[config.mk]
export PLATFORM = sky130hd
export DESIGN_NAME = vga_fb_arbiter
export DESIGN_NICKNAME = d
export VERILOG_FILES = /design/src/rtl/vga_pkg.sv /design/src/rtl/vga_fb_addr_gen.sv /design/src/rtl/vga_fb_arbiter.sv
export SDC_FILE = /design/constraint.sdc
export NUM_CORES = 1
export LEC_CHECK = 0
export ABC_AREA = 0
export CAP_MARGIN = 20
export CORE_MARGIN = 8
export CORE_UTILIZATION = 45
export CTS_CLUSTER_DIAMETER = 120
export CTS_CLUSTER_SIZE = 40
export DETAILED_ROUTE_END_ITERATION = 10
export HOLD_SLACK_MARGIN = 0.05
export MAX_ROUTING_LAYER = met4
export PLACE_DENSITY = 0.84
export SLEW_MARGIN = 20
export SYNTH_ARGS = -nofsm -noshare
export SYNTH_HDL_FRONTEND = slang
export SYNTH_SLANG_ARGS = --single-unit
[constraint.sdc]
create_clock -name vgaclk -period 4.2 [get_ports vgaclk]
set_clock_uncertainty 0.15 [all_clocks]
set_input_delay 0.63 -clock vgaclk [delete_from_list [all_inputs] [get_ports vgaclk]]
set_output_delay 0.63 -clock vgaclk [all_outputs]
set_load 0.01 [all_outputs]
[src/rtl/vga_pkg.sv]
// -----------------------------------------------------------------------------
// vga_pkg
//
// Shared constants and types for the VGA framebuffer path.
//
// Contents:
//   H_VISIBLE, H_TOTAL   : horizontal timing (pixels per line)
//   V_VISIBLE, V_TOTAL   : vertical timing (lines per frame)
//   FB_SCALE_LOG2        : log2 of the pixel replication factor (4x4 blocks)
//   rgb332_t             : packed 8-bit colour {r[2:0], g[2:0], b[1:0]}
//   next_line()          : vertical counter successor with frame wrap
// -----------------------------------------------------------------------------
package vga_pkg;

    localparam int H_VISIBLE     = 640;
    localparam int H_TOTAL       = 800;
    localparam int V_VISIBLE     = 480;
    localparam int V_TOTAL       = 525;
    localparam int FB_SCALE_LOG2 = 2;

    typedef struct packed {
        logic [2:0] r;
        logic [2:0] g;
        logic [1:0] b;
    } rgb332_t;

    // Line number that follows vc, wrapping from the last line back to 0.
    function automatic logic [9:0] next_line(input logic [9:0] vc);
        if (vc == 10'(V_TOTAL - 1)) begin
            return 10'd0;
        end
        return vc + 10'd1;
    endfunction

endpackage

[src/rtl/vga_fb_addr_gen.sv]
// -----------------------------------------------------------------------------
// vga_fb_addr_gen
//
// Decides which RAM cycles belong to the display fetch and produces the
// framebuffer byte address for each fetch. Owns the row_base running sum.
//
// Ports:
//   clk        in   pixel clock
//   rst        in   synchronous active-high reset
//   hc         in   horizontal counter 0..799
//   vc         in   vertical counter 0..524
//   fetch_slot out  this cycle is reserved for a display read
//   fetch_addr out  byte address to read when fetch_slot is high
// -----------------------------------------------------------------------------
module vga_fb_addr_gen
    import vga_pkg::*;
#(
    parameter int FB_W   = 160,
    parameter int ADDR_W = 15
) (
    input  logic              clk,
    input  logic              rst,
    input  logic [9:0]        hc,
    input  logic [9:0]        vc,
    output logic              fetch_slot,
    output logic [ADDR_W-1:0] fetch_addr
);

    // Last in-line fetch targets the final group of the line (tx = 636),
    // issued two pixels early so the read data lands in time.
    localparam logic [9:0] LAST_SLOT_HC   = 10'(H_VISIBLE - (1 << FB_SCALE_LOG2) - 2);
    localparam logic [9:0] LINE_FETCH_HC  = 10'(H_TOTAL - 2);
    localparam logic [9:0] ROW_UPDATE_HC  = 10'(H_TOTAL - 1);
    localparam logic [9:0] V_VIS          = 10'(V_VISIBLE);
    localparam logic [ADDR_W-1:0] ROW_STEP = ADDR_W'(FB_W);

    logic [9:0]        nl;
    logic              in_line_slot;
    logic              line_start_slot;
    logic [ADDR_W-1:0] row_base;
    logic [ADDR_W-1:0] row_base_next;
    logic [ADDR_W-1:0] group_next;

    always_comb begin
        nl              = next_line(vc);
        in_line_slot    = (hc[1:0] == 2'd2) && (hc <= LAST_SLOT_HC) && (vc < V_VIS);
        line_start_slot = (hc == LINE_FETCH_HC) && (nl < V_VIS);
        fetch_slot      = in_line_slot || line_start_slot;
    end

    // Row base for the upcoming line. A framebuffer row spans four screen
    // lines, so the base only advances when the next line starts a new row.
    always_comb begin
        row_base_next = row_base;
        if (nl == 10'd0) begin
            row_base_next = '0;
        end else if (nl[FB_SCALE_LOG2-1:0] == '0) begin
            row_base_next = row_base + ROW_STEP;
        end
    end

    // In-line fetches read group (hc+2)>>2, which equals hc>>2 plus one
    // because hc[1:0] is 2 in every in-line slot. The end-of-line fetch
    // already belongs to the next line, so it uses the next row base
    // before the register catches up at hc=799.
    always_comb begin
        group_next = ADDR_W'(hc[9:FB_SCALE_LOG2]) + ADDR_W'(1);
        if (line_start_slot) begin
            fetch_addr = row_base_next;
        end else begin
            fetch_addr = row_base + group_next;
        end
    end

    always_ff @(posedge clk) begin
        if (rst) begin
            row_base <= '0;
        end else if (hc == ROW_UPDATE_HC) begin
            row_base <= row_base_next;
        end
    end

endmodule

[src/rtl/vga_fb_arbiter.sv]
// -----------------------------------------------------------------------------
// vga_fb_arbiter
//
// Shares a single-port 8-bit framebuffer RAM (FB_W x FB_H, shown at 4x4
// scaling) between the VGA display fetch and a drawing-side writer. Display
// reads always win; the writer is granted every remaining RAM cycle.
//
// Optional build macro:
//   VGA_FB_VBLANK_WR_EN  when defined, writes are granted only during
//                        vertical blanking (vc >= 480) for tear-free updates.
//
// Ports:
//   vgaclk     in   pixel clock
//   rst        in   synchronous active-high reset
//   hc, vc     in   VGA timing counters
//   wr_valid   in   writer request
//   wr_ready   out  writer grant for this cycle (independent of wr_valid)
//   wr_addr    in   writer byte address (row*FB_W + col)
//   wr_data    in   writer colour, RGB332
//   mem_addr   out  RAM address
//   mem_we     out  RAM write enable
//   mem_wdata  out  RAM write data
//   mem_rdata  in   RAM read data, one cycle after its address
//   pix_red    out  registered pixel red
//   pix_green  out  registered pixel green
//   pix_blue   out  registered pixel blue
// -----------------------------------------------------------------------------
module vga_fb_arbiter
    import vga_pkg::*;
#(
    parameter int FB_W   = 160,
    parameter int FB_H   = 120,
    parameter int ADDR_W = 15
) (
    input  logic              vgaclk,
    input  logic              rst,
    input  logic [9:0]        hc,
    input  logic [9:0]        vc,
    input  logic              wr_valid,
    output logic              wr_ready,
    input  logic [ADDR_W-1:0] wr_addr,
    input  logic [7:0]        wr_data,
    output logic [ADDR_W-1:0] mem_addr,
    output logic              mem_we,
    output logic [7:0]        mem_wdata,
    input  logic [7:0]        mem_rdata,
    output logic [2:0]        pix_red,
    output logic [2:0]        pix_green,
    output logic [1:0]        pix_blue
);

    // One extra bit so the bound is representable even when the
    // framebuffer exactly fills the address space.
    localparam logic [ADDR_W:0] FB_BYTES = (ADDR_W + 1)'(FB_W * FB_H);

    logic              fetch_slot;
    logic [ADDR_W-1:0] fetch_addr;
    logic              wr_window;
    logic              wr_fire;
    logic              wr_in_range;
    logic              rd_pend;
    rgb332_t           pix_q;

    vga_fb_addr_gen #(
        .FB_W   (FB_W),
        .ADDR_W (ADDR_W)
    ) u_addr_gen (
        .clk        (vgaclk),
        .rst        (rst),
        .hc         (hc),
        .vc         (vc),
        .fetch_slot (fetch_slot),
        .fetch_addr (fetch_addr)
    );

`ifdef VGA_FB_VBLANK_WR_EN
    always_comb wr_window = (vc >= 10'(V_VISIBLE));
`else
    always_comb wr_window = 1'b1;
`endif

    // Grant depends only on timing and reset, so a writer can never
    // create a combinational loop through wr_valid.
    always_comb begin
        wr_ready    = !rst && !fetch_slot && wr_window;
        wr_fire     = wr_valid && wr_ready;
        wr_in_range = ({1'b0, wr_addr} < FB_BYTES);
    end

    // Out-of-range writes still complete the handshake but never reach
    // the RAM write port.
    always_comb begin
        mem_addr  = '0;
        mem_we    = 1'b0;
        mem_wdata = '0;
        if (fetch_slot) begin
            mem_addr = fetch_addr;
        end else if (wr_fire) begin
            mem_addr  = wr_addr;
            mem_wdata = wr_data;
            mem_we    = wr_in_range;
        end
    end

    // rd_pend marks the cycle in which the RAM returns fetched data; the
    // colour is captured at the end of that cycle so group g appears on
    // the outputs exactly during hc = 4g..4g+3.
    always_ff @(posedge vgaclk) begin
        if (rst) begin
            rd_pend <= 1'b0;
            pix_q   <= '0;
        end else begin
            rd_pend <= fetch_slot;
            if (rd_pend) begin
                pix_q <= rgb332_t'(mem_rdata);
            end
        end
    end

    always_comb begin
        pix_red   = pix_q.r;
        pix_green = pix_q.g;
        pix_blue  = pix_q.b;
    end

endmodule

==> results of run 1 <==
-- path summary, 6_finish.rpt --
kind / slack [ps] / endpoint / cells past startpoint / start
worst max-delay path: 40 / mem_addr[0] / 9 / vc[8]
worst min-delay path: 350 / u_addr_gen.row_base[14] / 2 / u_addr_gen.row_base[14]
worst max register to register: 2020 / u_addr_gen.row_base[13] / 8 / u_addr_gen.row_base[5]
worst min register to register: 350 / u_addr_gen.row_base[14] / 2 / u_addr_gen.row_base[14]
-- power breakdown --
group	total [W]	internal (W)	leakage [nW]	switching (W)
Combinational	0.000197	0.000112	1.40	0.0000854
Clock	0.000207	0.000127	0.0357	0.0000800
Sequential	0.000230	0.000229	0.193	0.00000144
-- what timing repair did --
action / 4_1_cts / 5_1_grt
hold buffers: 0 / 0
resized for setup: 85 / 19
setup endpoints to repair: 25 / 14
gates cloned: 2 / 0
setup buffers: 7 / 1
pin swaps: 6 / 6
-- kinds of logic (layout without fill, tap and decap cells) --
logic type	Yosys count	count (layout)	synth area share (%)
xor+xnor	29	29	11.0
fa+ha+maj	15	15	8.49
simple gates	122	122	27.6
mux	9	9	3.97
buf+inv	20	162	4.24
flops	24	24	20.9
compound gates	78	78	23.8
-- final cells by class --
cell class	count	area share [%]
multi-input cells	253	47.8
repair buffers	153	34.7
flip-flops and latches	24	12.8
well taps	70	2.33
clock buffers	3	1.10
clock inverters	1	0.798
inverters	5	0.499
-- worst register-to-register path, cell delays in order, from the launching register on --
cell	delay, ps
dfxtp_1	470
ha_1	250
nor2_1	70
nor2_2	140
buf_4	140
nand4_1	160
xor2_1	210
or3_1	380
a21oi_1	150
-- routing by layer --
layer / global-route usage (%) / wire, um / share of wire, %
met5: - / 0 / 0
met2: 43.4 / 4850 / 54
met3: 3.58 / 598 / 6.7
met4: 6.72 / 265 / 3.0
met1: 24.2 / 3220 / 36
-- synthesized netlist by cell type (all sizes together) (4+ instances only) --
cell and number:
xnor2 17, nand2 26, o21ai 15, a21oi 16, inv 5, ha 14, clkbuf 12, and3 4
nor2 30, and2 18, a211oi 5, xor2 12, dfxtp 24, a221o 4, nand3 16, a32oi 9
nand4 4, mux2i 8, a21o 6
-- flip-flops by register name, indices dropped and copies added, names as in the netlist --
signal	count
pix_green	3
pix_red	3
rd_pend	1
pix_blue	2
u_addr_gen.row_base	15
-- through the flow --
stage	total power [W]	setup TNS (ps)	instance area, um^2	instances
4_1_cts	0.000634	0	3730	508
2_1_floorplan	0.000304	0	2300	297
3_5_place_dp	0.000433	-8650	3620	495
3_3_place_gp	0.000426	-6540	3620	495
6_report	0.000635	0	3760	509
5_1_grt	0.000657	-137	3760	509
==> run metrics, run 1 <==
Worst Path Arrival=between 3000 and 4000 ps; clk sinks=24; status=finished clean; CTS Buf Count=3; Final Worst Setup Slack=40.7 ps; Multi-input gate area=approximately 1800 um^2; CTS tree=yes; synthesis-stage register bit count=24; end-of-flow core utilization=75.1%; Synth area leaders=dfxtp_1 (21%), ha_1 (7.6%), xnor2_1 (6.5%), and2_1 (4.9%), nor2_1 (4.9%); crit-path cells=clkdlybuf4s50_1 > or4b_4 > o32a_1 > or4_4 > a21o_4 > buf_6 > a32oi_1 > nand2_1 > clkdlybuf4s15_2; Max Slew Vio Count=0; first-pass GRT wire length=13.9 mm; maxcap violations=0; Worst Setup Path Type=primary input to output pin; share of flip-flops with an asynchronous set or reset=0%; DR DRC count=0; IO Port Bufs=86; fillers=377; synthesized instance count=297; pre-CTS WS=-519 ps; worst rel slew slack=68.0%; P&R area growth vs syn=63.7%; RSZ-0062 raised after global routing=yes; register area=480 um^2; core area=roughly 5000 um^2; Core Rows=26; leakage=1.63 nW; VDD IR-drop max=0.162 mV; commonest cells after routing, fill and taps aside=buf_4 (64), clkdlybuf4s50_1 (56), nor2_1 (29), nand2_1 (26), dfxtp_1 (24); Synth top area share=20.9%; initial antenna violation count=0; highest net fanout along the worst path=5; Die H=87.5 um; dominant delay contributor by cell family on the critical path=simple AND/OR/NAND/NOR gates; Initial Utilization=between 40% and 50%; Via Count=2,961; total grt overflow=0; final antenna-violating net count=0; worst hold margin=348 ps; Final setup viols=0; Worst Tran Pin Value=478 ps; Die Wd=87.5 um; sequential share of the synthesized area=a little over a fifth; routed length per instance=17.5 um; max frequency=between 0.2 and 0.25 GHz; Total Nets Final=between 500 and 600; WP buf/inv=3; ratio of cells with drive above 1 in the final layout=24.8%; Avg Cell Area, Syn=7.74 um^2; Hold Vio Cnt, Final=0; Synth cell types=52; RePlAce Congestion=between 0.9 and 1; Synth Net Count=366; cell taking the most area after synthesis=dfxtp_1; Initial DRC Count=327; number of global-route vias before repair=a little under 3,000; Total GRT Usage=23.2%; final wirelength=8.93 mm; min Tclk post-route=4160 ps; commonest non-fill, non-tap cell in the layout=buf_4; Root Buffer=clkbuf_8; top_reg_cell synth=dfxtp_1; H-tree depth=1; DR vias/cell=approximately 5.8; Post-synth EDFFs=0; Mapped Area=2300 um^2; worst skew pair latency=270 ps; CP max stage cell=or4b_4; Final period util=99.0%; Critical Path Start Type=primary input; Ant. Diodes=0; Cell Pwr Density=169 nW/um^2; Post-DP HPWL=approximately 6.7 mm; # IOs=87; CTS Buffer Depth=2; Worst EP required=between 3000 and 4000 ps; CP Capture Type=output pin; DIE AREA=7650 um^2; Warnings, synthesis=0; drt pass-1 iters=5; largest net degree at the start of global routing=22; Worst-path clk slew=~90 ps; crit-path max cell delay=570 ps; worst min path class=register to register
No activity file was read; power rests on OpenSTA's default activity.
==> inputs of run 2 (changes only) <==
--- a/config.mk
+++ b/config.mk
@@ -15,7 +15,7 @@
 export HOLD_SLACK_MARGIN = 0.05
 export MAX_ROUTING_LAYER = met4
 export PLACE_DENSITY = 0.84
-export SLEW_MARGIN = 20
+export SLEW_MARGIN = 10
 export SYNTH_ARGS = -nofsm -noshare
 export SYNTH_HDL_FRONTEND = slang
 export SYNTH_SLANG_ARGS = --single-unit
==> results of run 2 <==
Final layout, timing and power as in run 1 (identical DEF).
